### src/rtl/ps2_pkg.sv
// Shared constants, scan codes and FSM state types for the PS/2 direction decoder.
package ps2_pkg;

  localparam logic [1:0] DIR_NONE = 2'b00;
  localparam logic [1:0] DIR_NEG  = 2'b10;
  localparam logic [1:0] DIR_POS  = 2'b01;

  localparam logic [7:0] SC_EXT   = 8'hE0;
  localparam logic [7:0] SC_BRK   = 8'hF0;
  localparam logic [7:0] SC_UP    = 8'h75;
  localparam logic [7:0] SC_DOWN  = 8'h72;
  localparam logic [7:0] SC_LEFT  = 8'h6B;
  localparam logic [7:0] SC_RIGHT = 8'h74;
  localparam logic [7:0] SC_W     = 8'h1D;
  localparam logic [7:0] SC_S     = 8'h1B;
  localparam logic [7:0] SC_A     = 8'h1C;
  localparam logic [7:0] SC_D     = 8'h23;

  typedef enum logic [1:0] {FR_IDLE, FR_DATA, FR_PARITY, FR_STOP} frame_state_t;
  typedef enum logic [1:0] {CS_BASE, CS_EXT, CS_BRK, CS_EXT_BRK} code_state_t;

  // Opposing keys held together cancel to none, so 11 is never produced.
  function automatic logic [1:0] dir_pair(input logic neg, input logic pos);
    if (neg && !pos)      return DIR_NEG;
    else if (pos && !neg) return DIR_POS;
    else                  return DIR_NONE;
  endfunction

endpackage

### src/rtl/ps2_rx_frame.sv
// PS/2 receiver: input synchronisers, falling-edge detect, 11-bit frame FSM and
// inactivity timeout. Emits one-cycle byte_valid / frame_err pulses.
module ps2_rx_frame
  import ps2_pkg::*;
#(
  parameter int TIMEOUT_CYCLES = 50000,
  parameter int SYNC_STAGES    = 2
) (
  input  logic       clk,
  input  logic       resetn,
  input  logic       ps2_clk,
  input  logic       ps2_data,
  output logic       byte_valid,
  output logic [7:0] byte_data,
  output logic       frame_err
);

  localparam int TW = (TIMEOUT_CYCLES > 2) ? $clog2(TIMEOUT_CYCLES) : 1;

  logic [SYNC_STAGES-1:0] clk_sync, data_sync;
  logic                   clk_prev;
  logic                   fall, bit_in;

  frame_state_t state, state_n;
  logic [2:0]   bit_cnt, bit_cnt_n;
  logic [7:0]   shift, shift_n;
  logic         parity_bit, parity_bit_n;
  logic [TW-1:0] tcount, tcount_n;
  logic         valid_n, err_n;
  logic [7:0]   data_n;

  // Synchronisers reset to the idle-high line level so reset never fakes an edge.
  always_ff @(posedge clk) begin
    if (!resetn) begin
      clk_sync  <= '1;
      data_sync <= '1;
      clk_prev  <= 1'b1;
    end else begin
      clk_sync  <= {clk_sync[SYNC_STAGES-2:0], ps2_clk};
      data_sync <= {data_sync[SYNC_STAGES-2:0], ps2_data};
      clk_prev  <= clk_sync[SYNC_STAGES-1];
    end
  end

  assign fall   = clk_prev & ~clk_sync[SYNC_STAGES-1];
  assign bit_in = data_sync[SYNC_STAGES-1];

  always_ff @(posedge clk) begin
    if (!resetn) begin
      state      <= FR_IDLE;
      bit_cnt    <= '0;
      shift      <= '0;
      parity_bit <= 1'b0;
      tcount     <= '0;
      byte_valid <= 1'b0;
      byte_data  <= '0;
      frame_err  <= 1'b0;
    end else begin
      state      <= state_n;
      bit_cnt    <= bit_cnt_n;
      shift      <= shift_n;
      parity_bit <= parity_bit_n;
      tcount     <= tcount_n;
      byte_valid <= valid_n;
      byte_data  <= data_n;
      frame_err  <= err_n;
    end
  end

  always_comb begin
    state_n      = state;
    bit_cnt_n    = bit_cnt;
    shift_n      = shift;
    parity_bit_n = parity_bit;
    tcount_n     = '0;
    valid_n      = 1'b0;
    err_n        = 1'b0;
    data_n       = byte_data;
    if (fall) begin
      case (state)
        FR_IDLE: begin
          if (!bit_in) begin
            state_n   = FR_DATA;
            bit_cnt_n = '0;
          end
        end
        FR_DATA: begin
          shift_n   = {bit_in, shift[7:1]};
          bit_cnt_n = bit_cnt + 3'd1;
          if (bit_cnt == 3'd7) state_n = FR_PARITY;
        end
        FR_PARITY: begin
          parity_bit_n = bit_in;
          state_n      = FR_STOP;
        end
        FR_STOP: begin
          state_n = FR_IDLE;
          if ((^shift ^ parity_bit) && bit_in) begin
            valid_n = 1'b1;
            data_n  = shift;
          end else begin
            err_n = 1'b1;
          end
        end
        default: state_n = FR_IDLE;
      endcase
    end else if (state != FR_IDLE) begin
      if (tcount == TW'(TIMEOUT_CYCLES - 1)) begin
        state_n = FR_IDLE;
        err_n   = 1'b1;
      end else begin
        tcount_n = tcount + TW'(1);
      end
    end
  end

endmodule

### src/rtl/ps2_direction_decoder.sv
// Arrow-key make/break tracker driving the 4-bit sprite direction bus.
// Define PS2_WASD_EN to also track W/S/A/D as aliases of the arrows.
module ps2_direction_decoder
  import ps2_pkg::*;
#(
  parameter int TIMEOUT_CYCLES = 50000,
  parameter int SYNC_STAGES    = 2
) (
  input  logic       clk,
  input  logic       resetn,
  input  logic       ps2_clk,
  input  logic       ps2_data,
  output logic [3:0] directions,
  output logic       byte_valid,
  output logic [7:0] byte_data,
  output logic       frame_err
);

  code_state_t cs, cs_n;
  logic up, down, left, right;
  logic up_n, down_n, left_n, right_n;
  logic eff_up, eff_down, eff_left, eff_right;

  ps2_rx_frame #(
    .TIMEOUT_CYCLES(TIMEOUT_CYCLES),
    .SYNC_STAGES   (SYNC_STAGES)
  ) u_rx (
    .clk       (clk),
    .resetn    (resetn),
    .ps2_clk   (ps2_clk),
    .ps2_data  (ps2_data),
    .byte_valid(byte_valid),
    .byte_data (byte_data),
    .frame_err (frame_err)
  );

`ifdef PS2_WASD_EN
  logic w, s, a, d;
  logic w_n, s_n, a_n, d_n;

  always_ff @(posedge clk) begin
    if (!resetn) begin
      w <= 1'b0; s <= 1'b0; a <= 1'b0; d <= 1'b0;
    end else begin
      w <= w_n; s <= s_n; a <= a_n; d <= d_n;
    end
  end

  assign eff_up    = up | w;
  assign eff_down  = down | s;
  assign eff_left  = left | a;
  assign eff_right = right | d;
`else
  assign eff_up    = up;
  assign eff_down  = down;
  assign eff_left  = left;
  assign eff_right = right;
`endif

  always_ff @(posedge clk) begin
    if (!resetn) begin
      cs         <= CS_BASE;
      up         <= 1'b0;
      down       <= 1'b0;
      left       <= 1'b0;
      right      <= 1'b0;
      directions <= '0;
    end else begin
      cs         <= cs_n;
      up         <= up_n;
      down       <= down_n;
      left       <= left_n;
      right      <= right_n;
      directions <= {dir_pair(eff_up, eff_down), dir_pair(eff_left, eff_right)};
    end
  end

  always_comb begin
    cs_n    = cs;
    up_n    = up;
    down_n  = down;
    left_n  = left;
    right_n = right;
`ifdef PS2_WASD_EN
    w_n = w; s_n = s; a_n = a; d_n = d;
`endif
    // A broken frame leaves the prefix sequence unknowable, but held keys stay held.
    if (frame_err) begin
      cs_n = CS_BASE;
    end else if (byte_valid) begin
      case (cs)
        CS_BASE: begin
          case (byte_data)
            SC_EXT: cs_n = CS_EXT;
            SC_BRK: cs_n = CS_BRK;
`ifdef PS2_WASD_EN
            SC_W:   w_n = 1'b1;
            SC_S:   s_n = 1'b1;
            SC_A:   a_n = 1'b1;
            SC_D:   d_n = 1'b1;
`endif
            default: ;
          endcase
        end
        CS_EXT: begin
          cs_n = CS_BASE;
          case (byte_data)
            SC_BRK:   cs_n    = CS_EXT_BRK;
            SC_UP:    up_n    = 1'b1;
            SC_DOWN:  down_n  = 1'b1;
            SC_LEFT:  left_n  = 1'b1;
            SC_RIGHT: right_n = 1'b1;
            default: ;
          endcase
        end
        CS_BRK: begin
          cs_n = CS_BASE;
`ifdef PS2_WASD_EN
          case (byte_data)
            SC_W: w_n = 1'b0;
            SC_S: s_n = 1'b0;
            SC_A: a_n = 1'b0;
            SC_D: d_n = 1'b0;
            default: ;
          endcase
`endif
        end
        CS_EXT_BRK: begin
          cs_n = CS_BASE;
          case (byte_data)
            SC_UP:    up_n    = 1'b0;
            SC_DOWN:  down_n  = 1'b0;
            SC_LEFT:  left_n  = 1'b0;
            SC_RIGHT: right_n = 1'b0;
            default: ;
          endcase
        end
        default: cs_n = CS_BASE;
      endcase
    end
  end

endmodule

### config.mk
export PLATFORM = sky130hd
export DESIGN_NAME = ps2_direction_decoder
export DESIGN_NICKNAME = d
export VERILOG_FILES = /design/src/rtl/ps2_pkg.sv /design/src/rtl/ps2_rx_frame.sv /design/src/rtl/ps2_direction_decoder.sv
export SDC_FILE = /design/constraint.sdc
export NUM_CORES = 1
export LEC_CHECK = 0
export BUFFER_PORTS_ARGS = -buffer_cell sky130_fd_sc_hd__clkbuf_2
export CORE_MARGIN = 8
export CORE_UTILIZATION = 50
export CTS_CLUSTER_DIAMETER = 150
export DETAILED_ROUTE_END_ITERATION = 8
export PLACE_DENSITY = 0.73
export SLEW_MARGIN = 5
export SYNTH_ARGS = -nofsm -noshare
export SYNTH_HDL_FRONTEND = slang
export SYNTH_HIERARCHICAL = 1
export SYNTH_SLANG_ARGS = --single-unit
### constraint.sdc
create_clock -name clk -period 2.2 [get_ports clk]
set_clock_uncertainty 0.1 [all_clocks]
set_input_delay 0.11 -clock clk [delete_from_list [all_inputs] [get_ports clk]]
set_output_delay 0.11 -clock clk [all_outputs]
set_load 0.02 [all_outputs]
==> out/metrics.yaml, run 1 <==
global_routing:
  grt_pass1_wl_um: 7760
  grt-ovfl-total: 0
  grt_max_degree: 25
  antenna_found_initial: 0
  grt_pass1_vias: 1757
  track_usage: 0.128
yosys:
  synth-edff-count: 0
  synth.net_count: 270
  ys.flop_type: "dfxtp_1"
  synthCells: 259
  syn_area_um2: 2480
  avgSynthCellArea_um2: 9.57
  yosysTopAreaCellShare: 0.444
  ys_types: 41
  ys_seq_area_frac: 0.444
  synth_top_cell_by_area: "dfxtp_1"
  yosys_warnings: 6
  ys_async_sr_fraction: 0
  yosys-top-cells-area: "dfxtp_1, mux2i_1, nand2_1, nor2_1, ha_1"
  ys_ff_latch: 55
critical_path:
  cp-end-kind: "flip-flop"
  cp_slowest_cell: "xnor3_2"
  slowest_delay_ns: 0.49
  crit_chain: "xor2_1 > xnor3_2 > mux2i_4 > mux2i_1"
  start_kind: "flip-flop"
  crit_required_ns: 2.35
  critical_path_arrival_ns: 2.01
  cp_max_fo: 9
  crit_type: "flip-flop to flip-flop"
route:
  drt_iter0_markers: 110
  vias_per_cell: 5.15
  postRouteAntennaNets: 0
  num_vias: 1813
  wire_per_inst_um: 12.8
  drc_errors: 0
  wl_um: 4500
  first_pass_iters: 4
outcome:
  status: "finished clean"
cts:
  tritoncts: "yes"
  cts_buffer_depth: 2
  path_clk_slew_ns: 0.11
  cts_buffers: 5
  post_cts_buffers: 0
  cts.sinks: 55
  cts_hold_buf: 5
  clk_latency_ns: 0.32
  ctsResizeCount: 0
  root_buffer: "clkbuf_8"
  htreeDepth: 2
worst_hold_path:
  hold_path.class: "flip-flop to flip-flop"
pwr:
  cellInternalPower_mw: 1.26
  power.density_nw_per_um2: 597
  power_switching_mw: 0.391
  power.leakage_nw: 1.10
  switching_share: 0.236
  clock_power_share: 0.347
  p_seq_frac: 0.611
  total_power_mw: 1.65
  power_frac_comb: 0.042
  ir_drop_mv: 0.505
timing:
  fin_hold_ws_ns: 0.317
  fmax_mhz: 537
  slew_violations: 0
  worst_pin_slew_ns: 0.446
  rsz0062_at_grt: "false"
  fin_crit_sh: 0.846
  finalSetupViolations: 0
  period_minus_slack_ns: 1.86
  finalHoldViolCount: 0
  slew-limit-headroom: 0.696
  tns_ns: 0
floorplan:
  fp.dieW_um: 86.4
  start_util: 0.521
  num_rows: 25
  fp.coreArea_um2: 4750
  pin_count: 18
  die_h_um: 86.4
  dieArea_um2: 7470
cells_and_area:
  nets: 295
  fin_cells: 352
  drive_gt1_frac: 0.133
  register_area_um2: 1100
  areaGrowthSynthToFinish_pct: 11.8
  multi_input_area_um2: 1300
  antennaDiodeCount: 0
  fin_util: 0.583
  fillers: 459
placement:
  gp_congestion: 0.823
  io_buffers: 17
  dpl.hpwl_um: 3230
  post-place-cells: 339
flow_run:
  cap_viol_max_count: 0
-- worst max-delay path: cells and delay by family (launching register included) --
| kind | cells | cell delay (ns) |
|---|---|---|
| xor gates and xnor gates | 2 | 0.66 |
| muxes | 2 | 0.65 |
| DFF | 1 | 0.40 |
-- sequential cells by signal (all words and copies together) (netlist names), 2 cells and up --
register        count
u_rx/tcount        16
u_rx/clk_sync       2
directions          4
u_rx/shift          8
u_rx/state          2
cs                  2
u_rx/bit_cnt        3
u_rx/data_sync      2
u_rx/byte_data      8
-- stage by stage --
step | cell area (µm²) | setup slack [ns]
2_1_floorplan | 2480 | 0.413
3_3_place_gp | 2630 | 0.400
3_5_place_dp | 2630 | 0.349
4_1_cts | 2770 | 0.325
5_1_grt | 2770 | 0.267
6_report | 2770 | 0.339
-- worst paths after layout --
check	depth (start not counted)	end	startpoint	slack, ns
max	4	u_rx/byte_data[4]$_SDFFE_PN0P_	u_rx/shift[7]$_SDFFE_PN0P_	0.34
max reg2reg	4	u_rx/byte_data[4]$_SDFFE_PN0P_	u_rx/shift[7]$_SDFFE_PN0P_	0.34
min	1	directions[1]$_SDFF_PN0_	eff_right$_SDFFE_PN0P_	0.32
min reg2reg	1	directions[1]$_SDFF_PN0_	eff_right$_SDFFE_PN0P_	0.32
-- power groups by stage --
stage / combinational [mW] / sequential (mW) / clock (mW)
6_report: 0.0693 / 1.01 / 0.575
5_1_grt: 0.0787 / 1.01 / 0.637
4_1_cts: 0.0701 / 1.01 / 0.599
3_5_place_dp: 0.0632 / 1.03 / 0
3_3_place_gp: 0.0623 / 1.03 / 0
2_1_floorplan: 0.0506 / 1.03 / 0
-- layer usage --
layer | share of wire | global-route usage | vias up | routed length (µm)
met2 | 0.43 | 0.199 | 28 | 1950
met4 | 0.011 | 0.0485 | 0 | 48
met5 | 0 | 0 | - | 0
li1 | - | - | 949 | -
met3 | 0.051 | 0.0359 | 5 | 230
met1 | 0.50 | 0.163 | 831 | 2270
-- cell usage after synthesis (2+ instances only) --
| library cell | count |
|---|---|
| nand2b_1 | 10 |
| mux2i_1 | 23 |
| and4bb_2 | 2 |
| a31oi_1 | 3 |
| a22oi_1 | 2 |
| buf_6 | 2 |
| o22ai_1 | 2 |
| and4b_1 | 2 |
| nor3b_1 | 3 |
| nor2_1 | 29 |
| o21ai_0 | 4 |
| nor4bb_1 | 2 |
| inv_1 | 8 |
| xnor2_1 | 8 |
| clkbuf_1 | 5 |
| nand3_1 | 11 |
| nor2b_1 | 3 |
| and4_1 | 2 |
| xor2_1 | 6 |
| ha_1 | 7 |
| nor4_1 | 2 |
| dfxtp_1 | 55 |
| nand2_1 | 31 |
| or3_1 | 3 |
| nand4_1 | 12 |
| a21oi_1 | 5 |
| or2b_1 | 2 |
| xnor3_2 | 2 |
-- layout make-up --
| cell class | count | share of cell area |
|---|---|---|
| tap | 67 | 0.0303 |
| timing repair buffer | 26 | 0.0596 |
| clock buffer | 5 | 0.0248 |
| multi-input combinational | 188 | 0.468 |
| sequential | 55 | 0.397 |
| inverter | 8 | 0.0108 |
| clock inverter | 3 | 0.00903 |
-- kinds of logic (layout without fill, tap and decap cells) --
family,Yosys count,after routing,synth area share
buf+inv,16,42,0.0328
flops,55,55,0.444
compound gates,18,18,0.0434
fa+ha+maj,7,7,0.0353
simple gates,122,122,0.264
mux,24,24,0.102
xor+xnor,17,17,0.0787
-- layout by cell type (no fill, tap or decap), types with 3 or more instances in the layout --
master	instances
xnor2_1	8
nor2_1	29
nand2b_1	10
inv_1	8
xor2_1	6
ha_1	7
nor3b_1	3
nor2b_1	3
or3_1	3
a21oi_1	5
mux2i_1	23
clkbuf_8	5
clkbuf_2	17
a31oi_1	3
nand2_1	31
nand4_1	12
o21ai_0	4
dlygate4sd3_1	5
buf_4	4
dfxtp_1	55
nand3_1	11
(Power assumes the default switching activity.)
==> run 2: changes to the inputs <==
--- a/config.mk
+++ b/config.mk
@@ -5,12 +5,13 @@
 export SDC_FILE = /design/constraint.sdc
 export NUM_CORES = 1
 export LEC_CHECK = 0
+export ABC_AREA = 1
 export BUFFER_PORTS_ARGS = -buffer_cell sky130_fd_sc_hd__clkbuf_2
 export CORE_MARGIN = 8
 export CORE_UTILIZATION = 50
 export CTS_CLUSTER_DIAMETER = 150
 export DETAILED_ROUTE_END_ITERATION = 8
-export PLACE_DENSITY = 0.73
+export PLACE_DENSITY = 0.76
 export SLEW_MARGIN = 5
 export SYNTH_ARGS = -nofsm -noshare
 export SYNTH_HDL_FRONTEND = slang
==> constraint.sdc (replaced) <==
create_clock -name clk -period 1.5 [get_ports clk]
set_clock_uncertainty 0.1 [all_clocks]
set_input_delay 0.075 -clock clk [delete_from_list [all_inputs] [get_ports clk]]
set_output_delay 0.075 -clock clk [all_outputs]
set_load 0.02 [all_outputs]
==> run 2 against run 1 <==
The run now ends with negative setup slack left. Power grew 38%. Flip-flop and latch count is the same. Critical path depth rose by 4. Critical endpoint is now u_rx/tcount[14]$_SDFF_PP0_. Largest power group unchanged.
==> out/metrics.yaml, run 2 <==
critical_path:
  crit_required_ns: 1.58
  crit_type: "flip-flop to flip-flop"
  r2r_end: "u_rx/tcount[14]$_SDFF_PP0_"
  reg2reg_slack_ns: -0.11
  start_kind: "flip-flop"
  r2r.worst_path.cells: 8
  reg2reg_from: "u_rx/tcount[0]$_SDFF_PP0_"
  cp_max_fo: 4
  cp-end-kind: "flip-flop"
  critical_path_arrival_ns: 1.69
timing:
  period_minus_slack_ns: 1.61
  finalSetupViolations: 21
  slew-limit-headroom: 0.769
  tns_ns: -1.58
  fin_crit_sh: 1.07
  rsz0062_at_grt: "true"
  worst_pin_slew_ns: 0.344
  fmax_mhz: 621
  worst_slack_ns: -0.111
  finalHoldViolCount: 0
  fin_hold_ws_ns: 0.314
  slew_violations: 0
route:
  first_pass_iters: 4
  drt_iter0_markers: 99
  num_vias: 2470
  wl_um: 5750
  wire_per_inst_um: 11.4
  drc_errors: 0
  vias_per_cell: 4.90
  postRouteAntennaNets: 0
cells_and_area:
  fillers: 430
  areaGrowthSynthToFinish_pct: 28.6
  mostFrequentLayoutCell: "nand2_1"
  multi_input_area_um2: 1520
  layout_common_cells: "nand2_1, inv_1, dfxtp_1"
  fin_util: 0.670
  stdcell_area_um2: 3420
  top_regs: "u_rx/tcount x16, u_rx/byte_data x8, u_rx/shift x8"
  nets: 446
  register_area_um2: 1120
  drive_gt1_frac: 0.332
  antennaDiodeCount: 0
  largest_reg_flops: 16
  fin_cells: 504
  regMostFlops: "u_rx/tcount"
worst_hold_path:
  holdCritStartpoint: "eff_left$_SDFFE_PN0P_"
  whs_endpoint: "directions[0]$_SDFF_PP0_"
  hold_path.class: "flip-flop to flip-flop"
  hold_path_depth: 1
global_routing:
  track_usage: 0.149
  grt_pass1_vias: 2364
  grt_pass1_wl_um: 9620
  grt_max_degree: 21
  grt-ovfl-total: 0
  antenna_found_initial: 0
cts:
  htreeDepth: 2
  path_clk_slew_ns: 0.09
  clk_latency_ns: 0.30
  cts_buffer_depth: 2
  cts_buffers: 5
  cts.sinks: 55
  tritoncts: "yes"
  root_buffer: "clkbuf_8"
yosys:
  ys_async_sr_fraction: 0
  synth_top_cell_by_area: "dfxtp_1"
  ys.flop_type: "dfxtp_1"
  yosysTopAreaCellShare: 0.414
  synth-edff-count: 0
  yosys_warnings: 6
  synthCells: 386
  ys_top_cells_by_count: "nand2_1, inv_1, dfxtp_1"
  ys_types: 32
  yosys-top-cells-area: "dfxtp_1, nand2_1, inv_1, nor2_1, a21oi_1"
  yosysMostFrequentCell: "nand2_1"
  ys_seq_area_frac: 0.414
  syn_area_um2: 2660
  ys_ff_latch: 55
  synth.net_count: 397
  avgSynthCellArea_um2: 6.89
pwr:
  ir_drop_mv: 0.516
  power.leakage_nw: 1.38
  power.density_nw_per_um2: 666
  total_power_mw: 2.28
placement:
  place_ws_ns: -0.0961
  dpl.hpwl_um: 3820
  io_buffers: 17
  gp_congestion: 0.799
  placed_area_um2: 2990
  post-place-cells: 485
outcome:
  status: "complete, but fails checks"
  violations: "negative setup slack"
floorplan:
  pin_count: 18
  die_h_um: 89.0
  fp.dieW_um: 89.0
  dieArea_um2: 7910
  fp.coreArea_um2: 5110
  num_rows: 26
  start_util: 0.521
flow_run:
  cap_viol_max_count: 0
[run 2: worst max path at each step]
stage	startpoint	to	slack, ns	cells past startpoint
after detailed placement	u_rx/tcount[1]$_SDFF_PP0_	u_rx/state[0]$_SDFFE_PN0P_	-0.1	11
after CTS	u_rx/tcount[0]$_SDFF_PP0_	u_rx/tcount[14]$_SDFF_PP0_	-0.11	11
after floorplan	u_rx/tcount[1]$_SDFF_PP0_	u_rx/tcount[7]$_SDFF_PP0_	-0.02	11
final	u_rx/tcount[0]$_SDFF_PP0_	u_rx/tcount[14]$_SDFF_PP0_	-0.11	8
after global placement	u_rx/tcount[1]$_SDFF_PP0_	u_rx/tcount[14]$_SDFF_PP0_	-0.07	11
after global routing	u_rx/tcount[0]$_SDFF_PP0_	u_rx/tcount[11]$_SDFF_PP0_	-0.21	11
[run 2: critical path: stages, from the launching register on]
cell and delay, ns:
dfxtp_2 0.36, ha_4 0.14, nand2_2 0.05, inv_2 0.08
nand2_4 0.07, nor2_2 0.13, nand3_1 0.18, nor4_1 0.31
nor3_2 0.08
[run 2: kinds of logic after synthesis]
group,synth area share
adder cells (fa/ha/maj),0.0329
buffers and inverters,0.103
XOR/XNOR,0.0132
AND/OR/NAND/NOR,0.347
flip-flops,0.414
AO/OA/AOI/OAI,0.0893
[run 2: layer usage]
metal	wire length [µm]	part of all wire	vias up	global-route usage
met5	0	0	-	0
met4	43	0.0075	0	0.0408
met3	231	0.040	4	0.0340
met2	2900	0.50	39	0.265
met1	2570	0.45	1118	0.174
li1	-	-	1309	-
[run 2: cell type report]
cell class / count / share of cell area
Clock buffer: 6 / 0.0212
Inverter: 66 / 0.0746
Multi-Input combinational cell: 261 / 0.444
Sequential cell: 55 / 0.328
Tap cell: 70 / 0.0256
Timing Repair Buffer: 46 / 0.106
[run 2: power breakdown]
group,switching [mW],internal (mW),total [mW],leakage (nW)
sequential,0.00207,1.46,1.46,0.451
clock,0.437,0.313,0.749,0.0371
combinational,0.0425,0.0281,0.0706,0.896
total,0.481,1.80,2.28,1.38
[run 2: repair_timing]
item	4_1_cts	5_1_grt
endpoints found under the setup margin	25	37
gates cloned	2	1
hold endpoints to repair	6	0
pin swaps	7	24
gates resized for setup	20	62
hold buffers	3	0
buffers inserted	0	7
